--- config.mk ---
export PLATFORM = sky130hd
export DESIGN_NAME = similarity_multi_mapper
export DESIGN_NICKNAME = d
export VERILOG_FILES = /design/src/rtl/similarity_multi_mapper.sv
export SDC_FILE = /design/constraint.sdc
export NUM_CORES = 1
export LEC_CHECK = 0
export BUFFER_PORTS_ARGS = -buffer_cell sky130_fd_sc_hd__buf_2
export CAP_MARGIN = 25
export CORE_UTILIZATION = 40
export DETAILED_ROUTE_END_ITERATION = 10
export PLACE_DENSITY = 0.66
export RECOVER_POWER = 50
export SLEW_MARGIN = 5
export SYNTH_ARGS = -nofsm -noshare
export SYNTH_HDL_FRONTEND = slang
export SYNTH_SLANG_ARGS = --single-unit
--- constraint.sdc ---
create_clock -name clk -period 3.4 [get_ports clk]
set_clock_uncertainty 0.05 [all_clocks]
set_input_delay 0.34 -clock clk [delete_from_list [all_inputs] [get_ports clk]]
set_output_delay 0.34 -clock clk [all_outputs]
set_load 0.01 [all_outputs]
--- src/rtl/similarity_multi_mapper.sv ---
// Classifier back end: streams one query hypervector against up to MAX_CLASSES class
// hypervectors through an external cosine-similarity kernel, reporting every result and the argmax-AB class.
module similarity_multi_mapper #(
  parameter int HV_DATA_WIDTH    = 32,
  parameter int HV_ADDRESS_WIDTH = 8,
  parameter int MAX_CLASSES      = 16,
  parameter int CLASS_IDX_WIDTH  = 4
) (
  input  logic                        clk,
  input  logic                        reset,
  input  logic                        start,
  input  logic [HV_ADDRESS_WIDTH-1:0] query_base,
  input  logic [HV_ADDRESS_WIDTH-1:0] class_base,
  input  logic [HV_ADDRESS_WIDTH-1:0] class_stride,
  input  logic [CLASS_IDX_WIDTH:0]    num_classes,
  input  logic [HV_ADDRESS_WIDTH-1:0] hv_len,
  output logic                        we_n,
  output logic [HV_ADDRESS_WIDTH-1:0] address,
  input  logic [HV_DATA_WIDTH-1:0]    data_rd,
  output logic                        k_valid,
  output logic                        k_first,
  output logic                        k_last,
  output logic [HV_DATA_WIDTH-1:0]    k_data_in,
  input  logic [HV_DATA_WIDTH-1:0]    k_AA_out,
  input  logic [HV_DATA_WIDTH-1:0]    k_BB_out,
  input  logic [HV_DATA_WIDTH-1:0]    k_AB_out,
  input  logic                        k_ready,
  input  logic                        k_done,
  output logic                        busy,
  output logic                        res_valid,
  output logic [CLASS_IDX_WIDTH-1:0]  res_idx,
  output logic [HV_DATA_WIDTH-1:0]    res_AA,
  output logic [HV_DATA_WIDTH-1:0]    res_BB,
  output logic [HV_DATA_WIDTH-1:0]    res_AB,
  output logic                        done,
  output logic                        error,
  output logic [CLASS_IDX_WIDTH-1:0]  best_idx,
  output logic [HV_DATA_WIDTH-1:0]    best_AB
);

  localparam int CW = CLASS_IDX_WIDTH + 1;
  localparam logic [CLASS_IDX_WIDTH:0]    MAX_CNT = CW'(MAX_CLASSES);
  localparam logic [CLASS_IDX_WIDTH:0]    CLS_ONE = CW'(1);
  localparam logic [HV_ADDRESS_WIDTH-1:0] ADR_ONE = HV_ADDRESS_WIDTH'(1);

  typedef enum logic [2:0] {IDLE, ADDR, CAP, SEND, WAIT_K, RESULT, FINISH} state_t;

  state_t                      state_q, state_d;
  logic [HV_ADDRESS_WIDTH-1:0] query_q, stride_q, len_q, class_ptr_q, word_q;
  logic [CLASS_IDX_WIDTH:0]    nclass_q, cls_q;
  logic                        phase_q, err_q;
  logic [HV_DATA_WIDTH-1:0]    data_q, aa_q, bb_q, ab_q, best_ab_q;
  logic [CLASS_IDX_WIDTH-1:0]  res_idx_q, best_idx_q;

  logic                        illegal, last_word, better;
  logic [CLASS_IDX_WIDTH:0]    cls_next;
  logic [HV_ADDRESS_WIDTH-1:0] addr_cur;

  assign illegal   = (num_classes == '0) || (num_classes > MAX_CNT) || (hv_len == '0);
  assign last_word = (word_q == len_q - ADR_ONE);
  assign cls_next  = cls_q + CLS_ONE;
  assign better    = (cls_q == '0) || (ab_q > best_ab_q);
  // class_ptr_q tracks class_base + c*class_stride incrementally; all sums wrap at the address width
  assign addr_cur  = phase_q ? (class_ptr_q + word_q) : (query_q + word_q);

  assign res_idx  = res_idx_q;
  assign res_AA   = aa_q;
  assign res_BB   = bb_q;
  assign res_AB   = ab_q;
  assign best_idx = best_idx_q;
  assign best_AB  = best_ab_q;

  always_comb begin
    state_d   = state_q;
    we_n      = 1'b1;
    address   = '0;
    k_valid   = 1'b0;
    k_first   = 1'b0;
    k_last    = 1'b0;
    k_data_in = '0;
    busy      = 1'b0;
    res_valid = 1'b0;
    done      = 1'b0;
    error     = 1'b0;
    case (state_q)
      IDLE: begin
        if (start) state_d = illegal ? FINISH : ADDR;
      end
      ADDR: begin
        busy    = 1'b1;
        address = addr_cur;
        state_d = CAP;
      end
      CAP: begin
        busy    = 1'b1;
        address = addr_cur;
        state_d = SEND;
      end
      SEND: begin
        busy      = 1'b1;
        k_valid   = 1'b1;
        k_data_in = data_q;
        k_first   = !phase_q && (word_q == '0);
        k_last    = phase_q && last_word;
        if (k_ready) state_d = (phase_q && last_word) ? WAIT_K : ADDR;
      end
      WAIT_K: begin
        busy = 1'b1;
        if (k_done) state_d = RESULT;
      end
      RESULT: begin
        busy      = 1'b1;
        res_valid = 1'b1;
        state_d   = (cls_next < nclass_q) ? ADDR : FINISH;
      end
      FINISH: begin
        done    = 1'b1;
        error   = err_q;
        state_d = IDLE;
      end
      default: state_d = IDLE;
    endcase
  end

  always_ff @(posedge clk) begin
    if (reset) begin
      state_q     <= IDLE;
      query_q     <= '0;
      stride_q    <= '0;
      len_q       <= '0;
      class_ptr_q <= '0;
      word_q      <= '0;
      nclass_q    <= '0;
      cls_q       <= '0;
      phase_q     <= 1'b0;
      err_q       <= 1'b0;
      data_q      <= '0;
      aa_q        <= '0;
      bb_q        <= '0;
      ab_q        <= '0;
      res_idx_q   <= '0;
      best_idx_q  <= '0;
      best_ab_q   <= '0;
    end else begin
      state_q <= state_d;
      case (state_q)
        IDLE: begin
          if (start) begin
            query_q     <= query_base;
            class_ptr_q <= class_base;
            stride_q    <= class_stride;
            nclass_q    <= num_classes;
            len_q       <= hv_len;
            word_q      <= '0;
            phase_q     <= 1'b0;
            cls_q       <= '0;
            err_q       <= illegal;
            aa_q        <= '0;
            bb_q        <= '0;
            ab_q        <= '0;
            res_idx_q   <= '0;
            best_idx_q  <= '0;
            best_ab_q   <= '0;
          end
        end
        CAP: data_q <= data_rd;
        SEND: begin
          if (k_ready) begin
            if (phase_q) begin
              phase_q <= 1'b0;
              word_q  <= last_word ? '0 : word_q + ADR_ONE;
            end else begin
              phase_q <= 1'b1;
            end
          end
        end
        WAIT_K: begin
          if (k_done) begin
            aa_q      <= k_AA_out;
            bb_q      <= k_BB_out;
            ab_q      <= k_AB_out;
            res_idx_q <= cls_q[CLASS_IDX_WIDTH-1:0];
          end
        end
        RESULT: begin
          if (better) begin
            best_idx_q <= res_idx_q;
            best_ab_q  <= ab_q;
          end
          cls_q       <= cls_next;
          class_ptr_q <= class_ptr_q + stride_q;
        end
        default: ;
      endcase
    end
  end

endmodule

==> results_dict.tcl, run 1 <==
set metrics [dict create \
    io_pins 354 \
    grt_pass1_wl_um 48600 \
    overflow 0 \
    syn2layout_area_growth_pct 28.6 \
    synth_top_cell_by_area "dfxtp_1" \
    ys_top_cells_by_area "dfxtp_1 (43%), a21oi_1 (9.6%), nand2_1 (9.3%)" \
    post-route-util 0.524 \
    cp.depth 10 \
    ys_types 60 \
    cts_tree "yes" \
    worst-endpoint-required_ns 3.01 \
    place_area_um2 12300 \
    seq_area_frac_synth 0.435 \
    antenna_found_initial 3 \
    startpoint_type "flop" \
    wl_per_cell_um 15.9 \
    dpl.hpwl_um 21300 \
    cpMaxStageDelayCell "dfxtp_4" \
    initial_core_util 0.408 \
    rrSetupSlack_ns 0.47 \
    status "finished, final reports clean" \
    arrival_ns 2.82 \
    r2r-end "data_q[12]" \
    die_x_um 162 \
    cts_sinks 223 \
    gp_congestion 0.870 \
    grt.total_usage 0.226 \
    critPathTopFamily "compound AO/OA/AOI/OAI gates" \
    ant_nets 0 \
    synthCells 1274 \
    hp-class "in2reg" \
    ys_async_sr_fraction 0 \
    maxCapViolations 0 \
    ys_ff_latch 223 \
    fin_crit_ns 3.21 \
    layout.nets 1832 \
    num_vias 10200 \
    endpoint "address[6]" \
    syn_area_um2 10300 \
    synth_fp_nets 1501 \
    p_per_area_nw_per_um2 649 \
    coreArea_um2 25200 \
    cts_htree_levels 1 \
    finalSetupTns_ns 0 \
    finalHoldViolations 0 \
    rows 58 \
    drive_gt1_frac 0.179 \
    grt_setup_unrepaired "no" \
    first_pass_iters 5 \
    grt_pass1_vias 9578 \
    clkLatencyLatePin_ns 0.52 \
    syn_avg_cell_area_um2 8.06 \
    setup_viol 0 \
    drv_slew 0 \
    slew_headroom 0.0268 \
    numCtsBuffers 25 \
    r2r_cells 6 \
    stdcell_area_um2 13200 \
    path_clk_slew_ns 0.06 \
    crit_chain "buf_6 > mux2_2 > ha_1 > nor2b_1 > o21ai_1 > a21oi_2 > o21ai_0 > a21boi_0 > nor3_1 > buf_2" \
    drt-initial-drc-count 531 \
    fmax_mhz 311 \
    cts-root-buf "clkbuf_16" \
    die_y_um 162 \
    worstPathMaxFanout 8 \
    ir_drop_v 0.000475 \
    crit_start "phase_q" \
    worstMarginPinSlew_ns 1.46 \
    cts_max_path_buffers 3 \
    via_per_inst 5.25 \
    synth_edf_count 0 \
    worst-path-buf-inv 2 \
    finalCritPeriodShare 0.945 \
    synth_top_area_share 0.435 \
    total_power_mw 8.58 \
    ys_warn_count 0 \
    crit_type "reg2out" \
    slowest_delay_ns 0.41 \
    worstHoldStart "query_base[7]" \
    dieArea_um2 26300 \
    critPathCaptureType "output port" \
    leakage_nw 5.40 \
    drc 0 \
    hold_depth 3 \
    portBuffers 352 \
    synthFlopType "dfxtp_1" \
    grt_max_degree 104 \
    drt-total-wl_um 31000 \
    r2r_start "state_q[1]" \
]
sequential cells by signal (all words and copies together) (netlist names):
name         flops
res_BB          32
res_AB          32
phase_q          1
data_q          32
query_q          8
best_idx         4
cls_q            5
state_q          3
nclass_q         5
res_idx          4
stride_q         8
best_AB         32
err_q            1
res_AA          32
len_q            8
class_ptr_q      8
word_q           8
cells in the mapped netlist (all sizes together), types with 13 or more instances:
cell type  count
o21ai         17
nand2        254
ha            55
nor3          16
a21oi        197
and3          39
clkbuf        79
nand3        111
a22o          36
buf           13
inv           61
dfxtp        223
nor2          33
xor2          20
power by group:
part           internal, mW  switching, mW
logic                 0.894           1.84
registers              2.90          0.246
clock network          1.63           1.06
total                  5.43           3.14
final cells by class:
cell class	count	area, um2
Sequential cell	223	4470
Clock buffer	35	693
Timing Repair Buffer	396	2030
Tap cell	330	413
Inverter	61	229
Multi-Input combinational cell	898	5260
Clock inverter	6	109
Antenna cell	1	2.50
Fill cell	2459	12000
cell usage in the layout, fill, tap and decap left out, types with 8 or more instances in the layout:
master | Yosys | final
and3_1 | 39 | 39
nor3_1 | 16 | 14
nand2_1 | 254 | 253
nor4_1 | 8 | 8
inv_1 | 60 | 60
buf_4 | 1 | 14
xor2_1 | 20 | 20
a211oi_1 | 9 | 9
o21ai_0 | 17 | 15
buf_2 | 6 | 212
clkbuf_16 | 0 | 25
a22o_1 | 36 | 36
a21oi_1 | 197 | 194
clkbuf_1 | 79 | 147
nand3_1 | 111 | 111
dfxtp_1 | 223 | 221
dlygate4sd3_1 | 0 | 25
ha_1 | 55 | 55
nand4_1 | 12 | 12
xnor2_1 | 12 | 12
nor2_1 | 32 | 33
routing by layer:
layer / part of all wire / GRT usage / vias up
met2: 0.47 / 0.383 / 321
li1: - / - / 5059
met3: 0.065 / 0.0513 / 57
met5: 0.00087 / 0 / -
met4: 0.026 / 0.0703 / 4
met1: 0.43 / 0.283 / 4792
worst min-delay path: cells and delay by family:
| family | cells | cell delay [ns] |
|---|---|---|
| AOI/OAI and AO/OA | 1 | 0.05 |
| buffers and inverters | 1 | 0.10 |
| and+or+nand+nor | 1 | 0.05 |
through the flow:
step | worst slack [ns] | hold WS (ns) | instances
2_1_floorplan | 0.333 | 0.382 | 1274
3_3_place_gp | 0.413 | 0.385 | 1882
3_5_place_dp | 0.388 | 0.390 | 1882
4_1_cts | 0.0319 | 0.000993 | 1947
5_1_grt | 0.00897 | 0.00159 | 1950
6_report | 0.188 | 0.0186 | 1950
worst min path at each step:
stage / to / slack (ns)
floorplan: nclass_q[0] / 0.38
global placement: res_AA[14] / 0.39
detailed placement: res_BB[5] / 0.39
CTS: stride_q[1] / 0.001
global route: data_q[6] / 0.002
finish: query_q[7] / 0.02
what timing repair did:
action	in CTS	in global routing
endpoints found under the hold margin	24	1
pin swaps	0	4
endpoints found under the setup margin	2	2
gates resized for setup	4	11
gates cloned	0	0
hold buffers	24	1
setup buffers	0	0
kinds of logic after synthesis:
logic type	synth area share
AOI/OAI and AO/OA	0.172
other	0.000365
adders and majority gates	0.0709
buffers and inverters	0.0592
xor gates and xnor gates	0.0273
muxes	0.00853
DFF	0.435
and+or+nand+nor	0.227
Note: power is estimated with default switching activity, not from simulation.
==> run 2: changes to the inputs <==
- PLACE_DENSITY: 0.66 -> 0.65
==> run 2 against run 1 <==
The flow now finishes with violations (max-capacitance violations, max-slew violations). Maximum frequency decreased by 0.79%. First-iteration DRC count rose by 41%. Register-to-register slack got worse by 0.27 ns. Combinational power grew 2%. Clock power is 4% higher. Global-route usage is 0.19 points higher. Count of clock-buffer cells in the layout rose by 5. Critical endpoint is now address[7].
==> results_dict.tcl, run 2 (synthesis results as in run 1) <==
set metrics [dict create \
    final_cell_mix "nand2_1 (253), dfxtp_1 (222), buf_2 (212)" \
    cts-root-buf "clkbuf_16" \
    io_pins 354 \
    p_per_area_nw_per_um2 643 \
    setup_viol 0 \
    drt-initial-drc-count 750 \
    worstMarginPinSlew_ns 1.90 \
    arrival_ns 2.85 \
    ant_nets 0 \
    grt_max_degree 105 \
    drv_slew 42 \
    worstPathMaxFanout 8 \
    ir_drop_v 0.000588 \
    syn2layout_area_growth_pct 32.3 \
    die_y_um 162 \
    drc 0 \
    clkLatencyLatePin_ns 0.53 \
    hp-class "in2reg" \
    fin_crit_ns 3.24 \
    layout_commonest_cell "nand2_1" \
    rows 58 \
    worst-path-buf-inv 2 \
    finalCritPeriodShare 0.952 \
    cts_sinks 223 \
    drive_gt1_frac 0.172 \
    slowest_delay_ns 0.42 \
    die_x_um 162 \
    path_clk_slew_ns 0.06 \
    fmax_mhz 309 \
    finalSetupTns_ns 0 \
    holdPathEnd "query_q[3]" \
    numCtsBuffers 27 \
    maxCapViolations 1 \
    initial_core_util 0.408 \
    total_power_mw 8.73 \
    antenna_found_initial 1 \
    coreArea_um2 25200 \
    cts_max_path_buffers 3 \
    rrSetupSlack_ns 0.20 \
    cts_htree_levels 1 \
    worstHoldStart "query_base[3]" \
    crit_start "phase_q" \
    leakage_nw 5.56 \
    r2r_cells 6 \
    portBuffers 352 \
    drt-total-wl_um 31500 \
    r2r_start "state_q[1]" \
    status "finished with violations" \
    finalHoldViolations 0 \
    layout.nets 1871 \
    worst-endpoint-required_ns 3.01 \
    r2r-end "res_BB[23]" \
    crit_chain "mux2i_4 > inv_1 > ha_1 > a21o_1 > a21oi_2 > o21ai_0 > a2111oi_2 > nor3_1 > nor3b_1 > buf_2" \
    cpMaxStageDelayCell "dfxtp_4" \
    overflow 0 \
    dieArea_um2 26300 \
    gp_congestion 0.878 \
    wl_per_cell_um 15.8 \
    grt_pass1_vias 9534 \
    critPathTopFamily "compound AO/OA/AOI/OAI gates" \
    grt.total_usage 0.228 \
    via_per_inst 5.21 \
    hold_depth 3 \
    dpl.hpwl_um 21100 \
    critPathCaptureType "output port" \
    grt_pass1_wl_um 49200 \
    cts_tree "yes" \
    post_cts.repair.setup_buffers 0 \
    violations "max-capacitance violations, max-slew violations" \
    slew_headroom -0.266 \
    num_vias 10400 \
    crit_type "reg2out" \
    startpoint_type "flop" \
    first_pass_iters 5 \
]
## run 2: cell count changes in the layout (fill, tap and decap cells not counted), sizes merged
| cell | previous run | this run |
|---|---|---|
| buf | 231 | 228 |
| clkbuf | 175 | 182 |
| clkinvlp | 0 | 1 |
| dlygate4sd3 | 25 | 63 |
| bufinv | 3 | 2 |
| clkinv | 2 | 1 |
## run 2: stage by stage
stage | utilization | instance area, um2 | worst slack (ns) | std cells | hold WS (ns)
after floorplan | - | 10300 | 0.333 | 1274 | 0.382
after global placement | 0.487 | 12300 | 0.415 | 1882 | 0.385
after detailed placement | 0.487 | 12300 | 0.364 | 1882 | 0.391
after CTS | 0.547 | 13800 | 0.0551 | 1990 | 0.0000393
after global routing | 0.540 | 13600 | -0.00633 | 1990 | 0.00721
final | 0.540 | 13600 | 0.163 | 1991 | 0.00648
## run 2: worst max path at each step
stage	end	slack (ns)	depth (start not counted)
after floorplan	address[7]	0.33	10
after global placement	address[7]	0.41	10
after detailed placement	address[7]	0.36	10
after CTS	address[7]	0.06	10
after global routing	address[7]	-0.006	10
final	address[7]	0.16	10
## run 2: timing repair
item / in CTS / in global routing
hold buffers: 63 / 0
setup endpoints to repair: 1 / 2
resized for setup: 4 / 4
hold endpoints to repair: 63 / 0
pin swaps: 0 / 1
## run 2: tightest hold or removal path, cell delays in order
cell and delay [ns]:
buf_2 0.10, nand2_1 0.05, a21oi_1 0.05
## run 2: final cells by class
class	count	area, um2
tap	330	413
antenna	1	2.50
inverter	61	229
clock buffer	40	774
clock inverter	5	81.3
sequential	223	4470
fill	2421	11600
multi-input combinational	898	5250
timing repair buffer	433	2370
## run 2: routing by layer
metal  wire length (um)  up-vias  track usage
met3               2120       56       0.0462
met5                  0        -            0
met2              14600      374        0.376
met4                890        0       0.0682
li1                   -     5145            -
met1              13900     4808        0.298
## run 2: power by group
group          switching, mW  internal (mW)
Sequential             0.241           2.90
Clock                   1.10           1.71
Combinational           1.87          0.904
Total                   3.22           5.52
